`config.mk`:
```
export PLATFORM = sky130hd
export DESIGN_NAME = rt_mu_ctrl
export DESIGN_NICKNAME = d
export VERILOG_FILES = /design/src/rtl/rt_mu_ctrl_pkg.sv /design/src/rtl/rt_wl_decoder.sv /design/src/rtl/rt_mu_ctrl.sv
export SDC_FILE = /design/constraint.sdc
export NUM_CORES = 1
export LEC_CHECK = 0
export CAP_MARGIN = 20
export CORE_UTILIZATION = 41
export DETAILED_ROUTE_END_ITERATION = 6
export PLACE_DENSITY_LB_ADDON = 0.12
export SLEW_MARGIN = 0
export SYNTH_ARGS = -nofsm -noshare
export SYNTH_HDL_FRONTEND = slang
export SYNTH_SLANG_ARGS = --single-unit
```
`constraint.sdc`:
```
create_clock -name clk_i -period 1.9 [get_ports clk_i]
set_input_delay 0.475 -clock clk_i [delete_from_list [all_inputs] [get_ports clk_i]]
set_output_delay 0.475 -clock clk_i [all_outputs]
set_load 0.01 [all_outputs]
```
`src/rtl/rt_mu_ctrl_pkg.sv`:
```
// Shared types and default geometry for the racetrack memory-unit controller.
package rt_mu_ctrl_pkg;

   localparam int unsigned NR_DEF  = 4;
   localparam int unsigned NB_DEF  = 32;
   localparam int unsigned NP_DEF  = 8;
   localparam int unsigned NSP_DEF = NB_DEF / NP_DEF;

   typedef enum logic [1:0] {
      OP_RD      = 2'b00,
      OP_WR_DATA = 2'b01,
      OP_WR_MASK = 2'b10,
      OP_LIM     = 2'b11
   } op_e;

   typedef enum logic [2:0] {
      ST_IDLE    = 3'd0,
      ST_SHIFT_S = 3'd1,
      ST_SHIFT_M = 3'd2,
      ST_ACCESS  = 3'd3,
      ST_DONE    = 3'd4
   } state_e;

   // Ops that sample the MU read data at the end of ACCESS.
   function automatic logic op_is_read(input op_e op);
      return (op == OP_RD) || (op == OP_LIM);
   endfunction

endpackage

```
`src/rtl/rt_wl_decoder.sv`:
```
// Address-to-one-hot word-line decoder; all lines low when disabled.
module rt_wl_decoder #(
   parameter int unsigned NB = 32
) (
   input  logic [$clog2(NB)-1:0] addr_i,
   input  logic                  en_i,
   output logic [NB-1:0]         wl_c
);

   // One-hot decode gated by enable.
   always_comb begin
      wl_c = '0;
      if (en_i) wl_c = NB'(1) << addr_i;
   end

endmodule

```
`src/rtl/rt_mu_ctrl.sv`:
```
// Racetrack memory-unit controller: shifts the track to the addressed port
// position, performs one access cycle, then reports completion.
// Optional feature macro: RT_MU_CTRL_LIM_EN enables logic-in-memory reads (op 11);
// without it op 11 executes as a plain read.
module rt_mu_ctrl
   import rt_mu_ctrl_pkg::*;
#(
   parameter int unsigned NR = NR_DEF,
   parameter int unsigned NB = NB_DEF,
   parameter int unsigned NP = NP_DEF
) (
   input  logic                  clk_i,
   input  logic                  rstn_i,
   input  logic                  req_i,
   input  logic [1:0]            op_i,
   input  logic [$clog2(NB)-1:0] addr_i,
   input  logic [NR-1:0]         wdata_i,
   input  logic                  nand_norn_i,
   output logic                  gnt_o,
   output logic                  rvalid_o,
   output logic [NR-1:0]         rdata_o,
   output logic                  busy_o,
   output logic [NB-1:0]         word_lines_o,
   output logic [NR-1:0]         write_i_data_o,
   output logic                  write_en_data_o,
   output logic [NR-1:0]         write_i_mask_o,
   output logic                  write_en_mask_o,
   output logic                  read_current_o,
   output logic                  out_select_o,
   output logic                  in1_nand_norn_o,
   output logic                  current_s_o,
   output logic                  current_m_o,
   output logic                  bz_s_o,
   output logic                  bz_m_o,
   input  logic [NR-1:0]         mu_rdata_i
);

   localparam int unsigned NSP = NB / NP;
   localparam int unsigned AW  = $clog2(NB);
   localparam int unsigned PW  = (NSP > 1) ? $clog2(NSP) : 1;

   state_e          state_q, state_d;
   logic [PW-1:0]   pos_q, pos_d;
   logic [PW-1:0]   cnt_q, cnt_d;
   op_e             op_q, op_d;
   logic [AW-1:0]   addr_q, addr_d;
   logic [NR-1:0]   wdata_q, wdata_d;
   logic            nn_q, nn_d;
   logic [NR-1:0]   rdata_q, rdata_d;
   logic [PW-1:0]   k_c;

   logic            acc_d, lim_d;
   logic [NB-1:0]   wl_c;
   logic [NB-1:0]   wl_q;
   logic [NR-1:0]   wi_data_q, wi_data_d, wi_mask_q, wi_mask_d;
   logic            wen_data_q, wen_data_d, wen_mask_q, wen_mask_d;
   logic            rd_cur_q, rd_cur_d, osel_q, osel_d, in1_q, in1_d;
   logic            cur_s_q, cur_s_d, cur_m_q, cur_m_d, bz_q, bz_d;
   logic            rvalid_q, rvalid_d, busy_q, busy_d;

   assign gnt_o = req_i && (state_q == ST_IDLE);
   assign k_c   = addr_i[PW-1:0] - pos_q;

   // Next-state, request capture, track position and read-data capture.
   always_comb begin
      state_d = state_q;
      pos_d   = pos_q;
      cnt_d   = cnt_q;
      op_d    = op_q;
      addr_d  = addr_q;
      wdata_d = wdata_q;
      nn_d    = nn_q;
      rdata_d = rdata_q;
      case (state_q)
         ST_IDLE: begin
            if (gnt_o) begin
               op_d    = op_e'(op_i);
               addr_d  = addr_i;
               wdata_d = wdata_i;
               nn_d    = nand_norn_i;
               if (k_c != '0) begin
                  cnt_d   = k_c;
                  state_d = ST_SHIFT_S;
               end else begin
                  state_d = ST_ACCESS;
               end
            end
         end
         ST_SHIFT_S: state_d = ST_SHIFT_M;
         ST_SHIFT_M: begin
            pos_d   = pos_q + PW'(1);
            cnt_d   = cnt_q - PW'(1);
            state_d = (cnt_q == PW'(1)) ? ST_ACCESS : ST_SHIFT_S;
         end
         ST_ACCESS: begin
            if (op_is_read(op_q)) rdata_d = mu_rdata_i;
            state_d = ST_DONE;
         end
         ST_DONE: state_d = ST_IDLE;
         default: state_d = ST_IDLE;
      endcase
   end

   rt_wl_decoder #(.NB(NB)) u_wl_dec (
      .addr_i (addr_d),
      .en_i   (acc_d),
      .wl_c   (wl_c)
   );

   // Output decode from the upcoming state so every output is a flop aligned with its state.
   always_comb begin
      acc_d = (state_d == ST_ACCESS);
`ifdef RT_MU_CTRL_LIM_EN
      lim_d = acc_d && (op_d == OP_LIM);
`else
      lim_d = 1'b0;
`endif
      rd_cur_d   = acc_d && op_is_read(op_d);
      osel_d     = lim_d;
      bz_d       = lim_d;
      in1_d      = lim_d & nn_d;
      wen_data_d = acc_d && (op_d == OP_WR_DATA);
      wen_mask_d = acc_d && (op_d == OP_WR_MASK);
      wi_data_d  = wen_data_d ? wdata_d : '0;
      wi_mask_d  = wen_mask_d ? wdata_d : '0;
      cur_s_d    = (state_d == ST_SHIFT_S);
      cur_m_d    = (state_d == ST_SHIFT_M);
      rvalid_d   = (state_d == ST_DONE);
      busy_d     = (state_d != ST_IDLE);
   end

   // State and output registers with synchronous active-low reset.
   always_ff @(posedge clk_i) begin
      if (!rstn_i) begin
         state_q    <= ST_IDLE;
         pos_q      <= '0;
         cnt_q      <= '0;
         op_q       <= OP_RD;
         addr_q     <= '0;
         wdata_q    <= '0;
         nn_q       <= 1'b0;
         rdata_q    <= '0;
         wl_q       <= '0;
         wi_data_q  <= '0;
         wi_mask_q  <= '0;
         wen_data_q <= 1'b0;
         wen_mask_q <= 1'b0;
         rd_cur_q   <= 1'b0;
         osel_q     <= 1'b0;
         in1_q      <= 1'b0;
         cur_s_q    <= 1'b0;
         cur_m_q    <= 1'b0;
         bz_q       <= 1'b0;
         rvalid_q   <= 1'b0;
         busy_q     <= 1'b0;
      end else begin
         state_q    <= state_d;
         pos_q      <= pos_d;
         cnt_q      <= cnt_d;
         op_q       <= op_d;
         addr_q     <= addr_d;
         wdata_q    <= wdata_d;
         nn_q       <= nn_d;
         rdata_q    <= rdata_d;
         wl_q       <= wl_c;
         wi_data_q  <= wi_data_d;
         wi_mask_q  <= wi_mask_d;
         wen_data_q <= wen_data_d;
         wen_mask_q <= wen_mask_d;
         rd_cur_q   <= rd_cur_d;
         osel_q     <= osel_d;
         in1_q      <= in1_d;
         cur_s_q    <= cur_s_d;
         cur_m_q    <= cur_m_d;
         bz_q       <= bz_d;
         rvalid_q   <= rvalid_d;
         busy_q     <= busy_d;
      end
   end

   assign rvalid_o        = rvalid_q;
   assign rdata_o         = rdata_q;
   assign busy_o          = busy_q;
   assign word_lines_o    = wl_q;
   assign write_i_data_o  = wi_data_q;
   assign write_en_data_o = wen_data_q;
   assign write_i_mask_o  = wi_mask_q;
   assign write_en_mask_o = wen_mask_q;
   assign read_current_o  = rd_cur_q;
   assign out_select_o    = osel_q;
   assign in1_nand_norn_o = in1_q;
   assign current_s_o     = cur_s_q;
   assign current_m_o     = cur_m_q;
   assign bz_s_o          = bz_q;
   assign bz_m_o          = bz_q;

endmodule

```
======== Yosys cells after proc, flatten, opt, wreduce, memory -nomap -nowiden ========
Index checks and enable logic that the tools add are counted.
cells by class
  reduce and logical (&&, ||, !) cells .... 17
  equal/unequal tests ..................... 14
  add/subtract/negate cells ............... 3
  muxes and demuxes ....................... 13
  shifts and indexed selects .............. 1
operators with widths
  operator              number
  $shl 1x5->32 const A  1
  $eq 3x2->1 const B    4
  $mux 2                6
  $pmux 3 s4            1
  $mux 5                2
  $mux 4                2
  $reduce_and 2->1      4
  $eq 2x2->1 const B    3
  $eq 3x1->1 const B    2
  $eq 2x1->1 const B    2
  $logic_and 1x1->1     4
  $logic_not 2->1       2
  $pmux 2 s2            1
  $reduce_bool 2->1     2
  $eq 3x3->1 const B    1
  $logic_not 3->1       1
  $mux 3                1
  $reduce_and 3->1      1
  $reduce_bool 3->1     1
  $add 2x1->2 const B   1
  $logic_or 1x1->1      2
  $ne 2x1->1 const B    1
  $ne 2x2->1 const B    1
  $sub 2x1->2 const B   1
  $sub 2x2->2           1
storage, ports and cells
  input bits .............................. 19
  output and inout port bits .............. 56
  logic and storage cells ................. 65
  bits in registers ....................... 69

======== Depth between registers and ports, before layout ========
Gate-level depths: netlist of run 1.
  word-level depth ........................ 8
  gate-level depth with buffers ........... 8
  gate-level depth less buffers ........... 6

======== Modules after synthesis ========
Synthesis of run 1 repeated with hierarchy kept, for this count alone.
unflattened totals
  cell total of the unflattened synthesis .. 272
  area, all modules ....................... 2,626.3 µm²
by module, submodules not included
  module         seq. area each (µm²)  area an instance (µm²)  cells each  instances
  rt_mu_ctrl     1,381.3               2,392.3                 225         1
  rt_wl_decoder  0.0                   234.0                   47          1

======== Least setup slack after synthesis of run 1 ========
Ideal clock, no wire load.
  kind .................................... reg-to-reg
  start point ............................. register state_q[1]
  end point ............................... register wi_data_q[1] (netlist: write_i_data_o[1])
  required time ........................... 1,776 ps
  clock period less this slack ............ 1,870 ps
  cell stages (with the launch flop) ...... 9
  path slack .............................. 30 ps
  library setup time ...................... 124 ps
  buffers on the path ..................... 2
  data arrival time ....................... 1,746 ps
  path through ............................ dfxtp_1 buf_2 or4b_1 buf_4 mux2i_1 inv_1 ha_1 o2111ai_2 nor2_1
between the ends
  word-level cells in the longest chain between the ends .. 7
  elaborated cells between the ends (all ways) .. 15
  classes of those cells .................. eq/ne (5); mux (6); reduce/logical (4)
ends and longest elaborated chain
  element                              RTL line                            text
  start, declared                      rt_mu_ctrl.sv:42                    state_e state_q, state_d;
  start signal, assigned               rt_mu_ctrl.sv:157                   state_q <= state_d;
  $logic_not 3->1 *                    rt_mu_ctrl.sv:61, rt_mu_ctrl.sv:74
  $logic_and 1x1->1                    rt_mu_ctrl.sv:61                    assign gnt_o = req_i && (state_q == ST_IDLE);
  $mux 2                               rt_mu_ctrl.sv:76                    if (gnt_o) begin
  $mux 2 *                             rt_mu_ctrl.sv:74                    case (state_q)
  named net op_d[0]                    rt_mu_ctrl.sv:45                    op_e op_q, op_d;
  $eq 2x1->1 *                         rt_mu_ctrl.sv:122                   wen_data_d = acc_d && (op_d == OP_WR_DATA);
  $logic_and 1x1->1 *                  rt_mu_ctrl.sv:122
  $reduce_and 2->1 (no source line) *  --
  end signal, assigned                 rt_mu_ctrl.sv:166                   wi_data_q <= wi_data_d;
  end, declared                        rt_mu_ctrl.sv:55                    logic [NR-1:0] wi_data_q, wi_data_d, wi_mask_q, wi_mask_d;
The timed path passes the listed nets; every way through them passes the cells marked *.
A chain may end at the register's enable or synchronous reset.

======== Final worst setup path of run 1 ========
  start point ............................. register state_q[2]
  end point ............................... output port gnt_o
between the ends
  word-level cells in the longest chain between the ends .. 2
ends and longest elaborated chain
  element            RTL line          text
  $logic_not 3->1    rt_mu_ctrl.sv:61
  $logic_and 1x1->1  rt_mu_ctrl.sv:61
  end, declared      rt_mu_ctrl.sv:19  output logic gnt_o,
No other way between the ends.

==> flow_metrics.env, run 1 <==
export IMPL_p_clk_share_pct=37.7
export IMPL_async_flop_share_pct=0
export IMPL_antenna_found_initial=0
export IMPL_violations="setup timing"
export IMPL_start_kind="flip-flop"
export IMPL_wl_per_cell_um=13.2
export IMPL_seq_area_frac_synth_pct=56.0
export IMPL_hold_viol_final=0
export IMPL_max_cap_viol_count=0
export IMPL_power_density_nw_per_um2=855
export IMPL_drc=0
export IMPL_cts_sinks=69
export IMPL_period_needed_ns=1.91
export IMPL_hp_class="reg2reg"
export IMPL_ctsLongestPathBuffers=2
export IMPL_drv_slew=0
export IMPL_synth_area_leaders="dfxtp_1 (56%), nor3_1 (4.9%), nor2_1 (4.9%)"
export IMPL_initial_utilization_pct=43.7
export IMPL_clock_fmax_ghz=0.524
export IMPL_die_w_um=79.6
export IMPL_grt_use_met3_pct=5.37
export IMPL_netlist_area_um2=2470
export IMPL_synth_main_ff_cell="dfxtp_1"
export IMPL_cts_clk_slew_worst_paths_ns=0.07
export IMPL_setup_worst_path_class="reg2out"
export IMPL_period_share_pct=100
export IMPL_ctsHtreeMaxLevel=3
export IMPL_crit_slowest_cell="or4b_4"
export IMPL_p_int_mw=2.42
export IMPL_power_share_sequential_pct=46.8
export IMPL_grt_use_total_pct=19.6
export IMPL_critPathMaxFanout=2
export IMPL_die_area_um2=6330
export IMPL_multi_input_area_um2=1070
export IMPL_synth_seq_cells=69
export IMPL_clk_latency_ns=0.34
export IMPL_drt_iter0_drc=151
export IMPL_status="complete, but fails checks"
export IMPL_yosys_warnings=0
export IMPL_grtUsageMet2_pct=31.4
export IMPL_num_antenna_cells=0
export IMPL_cts_root_buffer="clkbuf_8"
export IMPL_drive_above_1_share_pct=22.3
export IMPL_use_met1_pct=24.2
export IMPL_crit_buf_inv=2
export IMPL_synth_cells=244
export IMPL_num_rows=27
export IMPL_gr_max_usage_layer="met2"
export IMPL_crit_family="simple AND/OR/NAND/NOR gates"
export IMPL_setup_viol=1
export IMPL_rsz0062_at_grt="yes"
export IMPL_syn_to_final_growth_pct=53.3
export IMPL_routed_wl_mm=5.66
export IMPL_comb_power_share_pct=15.4
export IMPL_cts_buffers=9
export IMPL_fill_cells=466
export IMPL_hold_worst_slack_ns=0.484
export IMPL_synth_top_area_share_pct=56.0
export IMPL_yosysTopAreaCell="dfxtp_1"
export IMPL_core_area_um2=5640
export IMPL_grt_pass1_vias=1982
export IMPL_power_leakage_nw=1.48
export IMPL_ant_nets=0
export IMPL_grt_pass1_wl_mm=9.30
export IMPL_slew_headroom_pct=55.0
export IMPL_ir_worst_vdd_uv=550
export IMPL_crit_path_max_incr_delay_ns=0.58
export IMPL_vias=2060
export IMPL_grt_start_max_net_pins=22
export IMPL_final_core_util_pct=67.1
export IMPL_swShare_pct=25.3
export IMPL_seq_area_um2=1380
export IMPL_ctsHoldBuffers=0
export IMPL_tightest_slew_ns=0.675
export IMPL_clock_skew_ns=0.0119
export IMPL_syn_avg_cell_area_um2=10.1
export IMPL_p_sw_uw=820
export IMPL_gp_congestion=0.937
export IMPL_cts_tree="yes"
export IMPL_firstDrtPassIters=5
export IMPL_yosysMostFrequentCell="dfxtp_1"
export IMPL_ys_types=40
export IMPL_synth_edf_count=0
export IMPL_worstPathRequired_ns=1.42
export IMPL_via_per_inst=4.79
export IMPL_io_pins=75
export IMPL_chipHeight_um=79.6
export IMPL_fin_ws_ns=-0.00672
export IMPL_final_nets=376
export IMPL_synthTopCellsByCount="dfxtp_1 (69), nor2_1 (32), nor3_1 (24)"
export IMPL_crit_chain="or4b_4 > inv_4 > buf_6"
export IMPL_endpoint_kind="output pin"
export IMPL_dp_final_hpwl_mm=3.96
export IMPL_gr_total_overflow=0
export IMPL_port_buffers=69
export IMPL_worstPathArrival_ns=1.43
final timing paths:
check / from / end / slack (ns) / cells past startpoint
setup / recovery: state_q[2] / gnt_o / -0.007 / 3
hold / removal: addr_q[4] / addr_q[4] / 0.48 / 2
setup reg to reg: state_q[2] / write_i_data_o[2] / 0.03 / 7
hold reg to reg: addr_q[4] / addr_q[4] / 0.48 / 2
flip-flops by register name (all words and copies together), names as in the netlist, 2 cells and up:
signal and count:
addr_q 5, cnt_q 2, op_q 2, pos_q 2, rdata_o 4, state_q 3
wdata_q 4, word_lines_o 32, write_i_data_o 4, write_i_mask_o 4
kinds of logic after synthesis:
| group | after synthesis | share of synthesized area [%] |
|---|---|---|
| other | 1 | 0.152 |
| buffers and inverters | 22 | 4.41 |
| AND/OR/NAND/NOR | 105 | 21.8 |
| XOR/XNOR | 4 | 2.03 |
| multiplexers | 11 | 4.46 |
| adder cells (fa/ha/maj) | 4 | 2.03 |
| AO/OA/AOI/OAI | 28 | 9.18 |
| flip-flops | 69 | 56.0 |
timing repair:
action	in CTS	in global routing
pin swaps	0	9
endpoints found under the setup margin	52	33
resized for setup	16	24
setup buffers	0	7
worst min-delay path: stages, from the launching register on:
cell	delay (ns)
dfxtp_1	0.32
nand2_1	0.05
a21boi_0	0.07
routing by layer:
| metal | up-vias | wire length [um] |
|---|---|---|
| met5 | - | 0 |
| met4 | 0 | 124 |
| met3 | 13 | 338 |
| met2 | 69 | 2620 |
| met1 | 936 | 2580 |
| li1 | 1042 | - |
power by group through the flow:
stage               sequential [mW]  clock (mW)  combinational (mW)
floorplan                      1.55           0               0.240
global placement               1.55           0               0.426
detailed placement             1.55           0               0.432
CTS                            1.51        1.25               0.453
global route                   1.52        1.31               0.549
finish                         1.52        1.22               0.500
placed cells by master, fill, tap and decap left out, types with 3 or more instances in the layout:
cell type / n
dfxtp_1: 68
buf_4: 32
a21oi_1: 4
a32oi_1: 3
nor3b_1: 5
mux2i_1: 9
clkbuf_8: 11
nor2_1: 30
a21boi_0: 6
nor2b_1: 11
o21ai_2: 3
conb_1: 4
nor3_1: 22
buf_6: 5
nand3_1: 4
inv_1: 8
nand2_1: 13
and3_1: 6
clkdlybuf4s50_1: 66
and2_1: 3
metrics by stage:
stage	total power [mW]	TNS, ns	instances	instance area (um2)	setup slack, ns
after detailed placement	1.98	-33.92	409	3430	-0.743
after global placement	1.97	-31.58	409	3430	-0.690
final	3.24	-0.00672	430	3780	-0.00672
after global routing	3.38	-0.178	430	3780	-0.0383
after floorplan	1.79	0	247	2480	0.0297
after CTS	3.21	0	425	3680	0.00663
area by class of cell:
cell class / instances / share of cell area, %
multi-input combinational: 156 / 28.3
tap: 72 / 2.38
clock inverter: 5 / 1.55
clock buffer: 11 / 4.00
inverter: 11 / 1.16
sequential: 69 / 36.5
timing repair buffer: 106 / 26.1
Note: power is estimated with default switching activity, not from simulation.
==> run 2: changes to the inputs <==
Settings changed: CORE_UTILIZATION 41 to 45, MAX_ROUTING_LAYER from default to met4, SETUP_SLACK_MARGIN from default to 0.05.
Clock period 1.9 ns to 2 ns, I/O delays scaled along.
==> run 2 against run 1 <==
Effect of this change:
- the run now ends clean
- core utilization increased by 5.6 points
- final cell count decreased by 0.93%
- flip-flop and latch count unchanged
- largest cell class unchanged
- global-route usage increased by 2.4 points
- die area decreased by 8.7%
- non-clock buffer count decreased by 2
- worst setup slack improved by 0.081 ns
==> flow_metrics.env, run 2 (synthesis gave the netlist of run 1 again) <==
export IMPL_largest_reg_flops=32
export IMPL_ctsLongestPathBuffers=2
export IMPL_ctsHoldBuffers=0
export IMPL_setup_worst_path_class="reg2out"
export IMPL_ctsHtreeMaxLevel=3
export IMPL_period_needed_ns=1.93
export IMPL_dpl_cell_area_um2=3400
export IMPL_max_cap_viol_count=0
export IMPL_setup_viol=0
export IMPL_critPathMaxFanout=2
export IMPL_num_rows=26
export IMPL_hold_viol_final=0
export IMPL_worstPathArrival_ns=1.43
export IMPL_num_antenna_cells=0
export IMPL_grt_use_total_pct=21.9
export IMPL_clock_fmax_ghz=0.519
export IMPL_cts_clk_slew_worst_paths_ns=0.07
export IMPL_clock_skew_ns=0.00748
export IMPL_dpl_worst_slack_ns=-0.648
export IMPL_slew_headroom_pct=59.7
export IMPL_gr_total_overflow=0
export IMPL_dp_final_hpwl_mm=3.81
export IMPL_status="finished clean"
export IMPL_cts_root_buffer="clkbuf_8"
export IMPL_cts_buffers=9
export IMPL_cts_sinks=69
export IMPL_die_w_um=76.0
export IMPL_final_cell_mix="dfxtp_1 (69), clkdlybuf4s50_1 (66), buf_4 (31)"
export IMPL_initial_utilization_pct=47.4
export IMPL_core_area_um2=5200
export IMPL_rsz0062_at_grt="yes"
export IMPL_endpoint_kind="output pin"
export IMPL_drive_above_1_share_pct=19.9
export IMPL_worstPathRequired_ns=1.50
export IMPL_wl_per_cell_um=13.0
export IMPL_period_share_pct=96.3
export IMPL_vias=2064
export IMPL_layout_commonest_cell="dfxtp_1"
export IMPL_grt_pass1_vias=1981
export IMPL_drv_slew=0
export IMPL_ant_nets=0
export IMPL_power_density_nw_per_um2=860
export IMPL_drc=0
export IMPL_final_nets=374
export IMPL_io_pins=75
export IMPL_ir_worst_vdd_uv=590
export IMPL_port_buffers=69
export IMPL_fin_ws_ns=0.0740
export IMPL_gp_congestion=0.887
export IMPL_grt_start_max_net_pins=22
export IMPL_cts_tree="yes"
export IMPL_grt_pass1_wl_mm=9.56
export IMPL_routed_wl_mm=5.52
export IMPL_antenna_found_initial=0
export IMPL_chipHeight_um=76.0
export IMPL_total_power_mw=3.25
export IMPL_drt_iter0_drc=120
export IMPL_firstDrtPassIters=4
export IMPL_fin_tns_setup_ns=0
export IMPL_hp_class="reg2reg"
export IMPL_via_per_inst=4.85
export IMPL_start_kind="flip-flop"
export IMPL_syn_to_final_growth_pct=53.2
export IMPL_stdcell_area_um2=3780
export IMPL_die_area_um2=5780
export IMPL_clk_latency_ns=0.35
export IMPL_tightest_slew_ns=0.604
export IMPL_power_leakage_nw=1.49
## run 2: cell count changes in the layout (fill, tap and decap cells not counted), moves of 2 or more
cell	delta
bufinv_16	+2
clkbuf_8	-2
nor3_1	+2
nor3_2	-2
## run 2: metal layers
metal	GRT usage, %	routed length, um
met5	-	0
met2	34.8	2580
met1	26.9	2500
met3	3.95	276
met4	11.2	165
## run 2: worst paths after layout
check        startpoint                 to  slack [ns]  cells past startpoint
max          state_q[1]              gnt_o        0.07                      3
min           addr_q[4]          addr_q[4]        0.49                      2
max reg2reg  state_q[1]  write_i_mask_o[3]        0.12                      7
min reg2reg   addr_q[4]          addr_q[4]        0.49                      2
## run 2: worst max-delay path, cell delays in order, from the launching register on
cell and delay [ns]:
dfxtp_1 0.32, or4b_4 0.59, clkinv_4 0.08, buf_6 0.09
## run 2: metrics by stage
step | hold WS (ns) | utilization (%) | instances
finish | 0.489 | 72.6 | 426
CTS | 0.488 | 71.3 | 419
global placement | 0.464 | 65.3 | 403
detailed placement | 0.478 | 65.3 | 403
floorplan | 0.452 | - | 247
global route | 0.541 | 72.6 | 426
## run 2: power by group
group          internal [mW]  switching, mW
clock network          0.828          0.522
logic                  0.227          0.232
registers               1.42         0.0254
## run 2: area by class of cell
type	instances	area, um2
fillers	392	1430
flip-flops and latches	69	1380
multi-input cells	156	1050
repair buffers	104	972
clock buffers	10	128
clock inverters	6	111
well taps	70	87.6
inverters	11	46.3
## run 2: repair_timing
action | in CTS | in global routing
pin swaps | 1 | 11
setup endpoints to repair | 48 | 26
gates resized for setup | 22 | 8
buffers inserted | 0 | 7
==> run 3: changes to the inputs <==
Settings changed: CAP_MARGIN 20 to default.
==> results of run 3 <==
Final layout, timing and power as in run 2 (identical DEF).
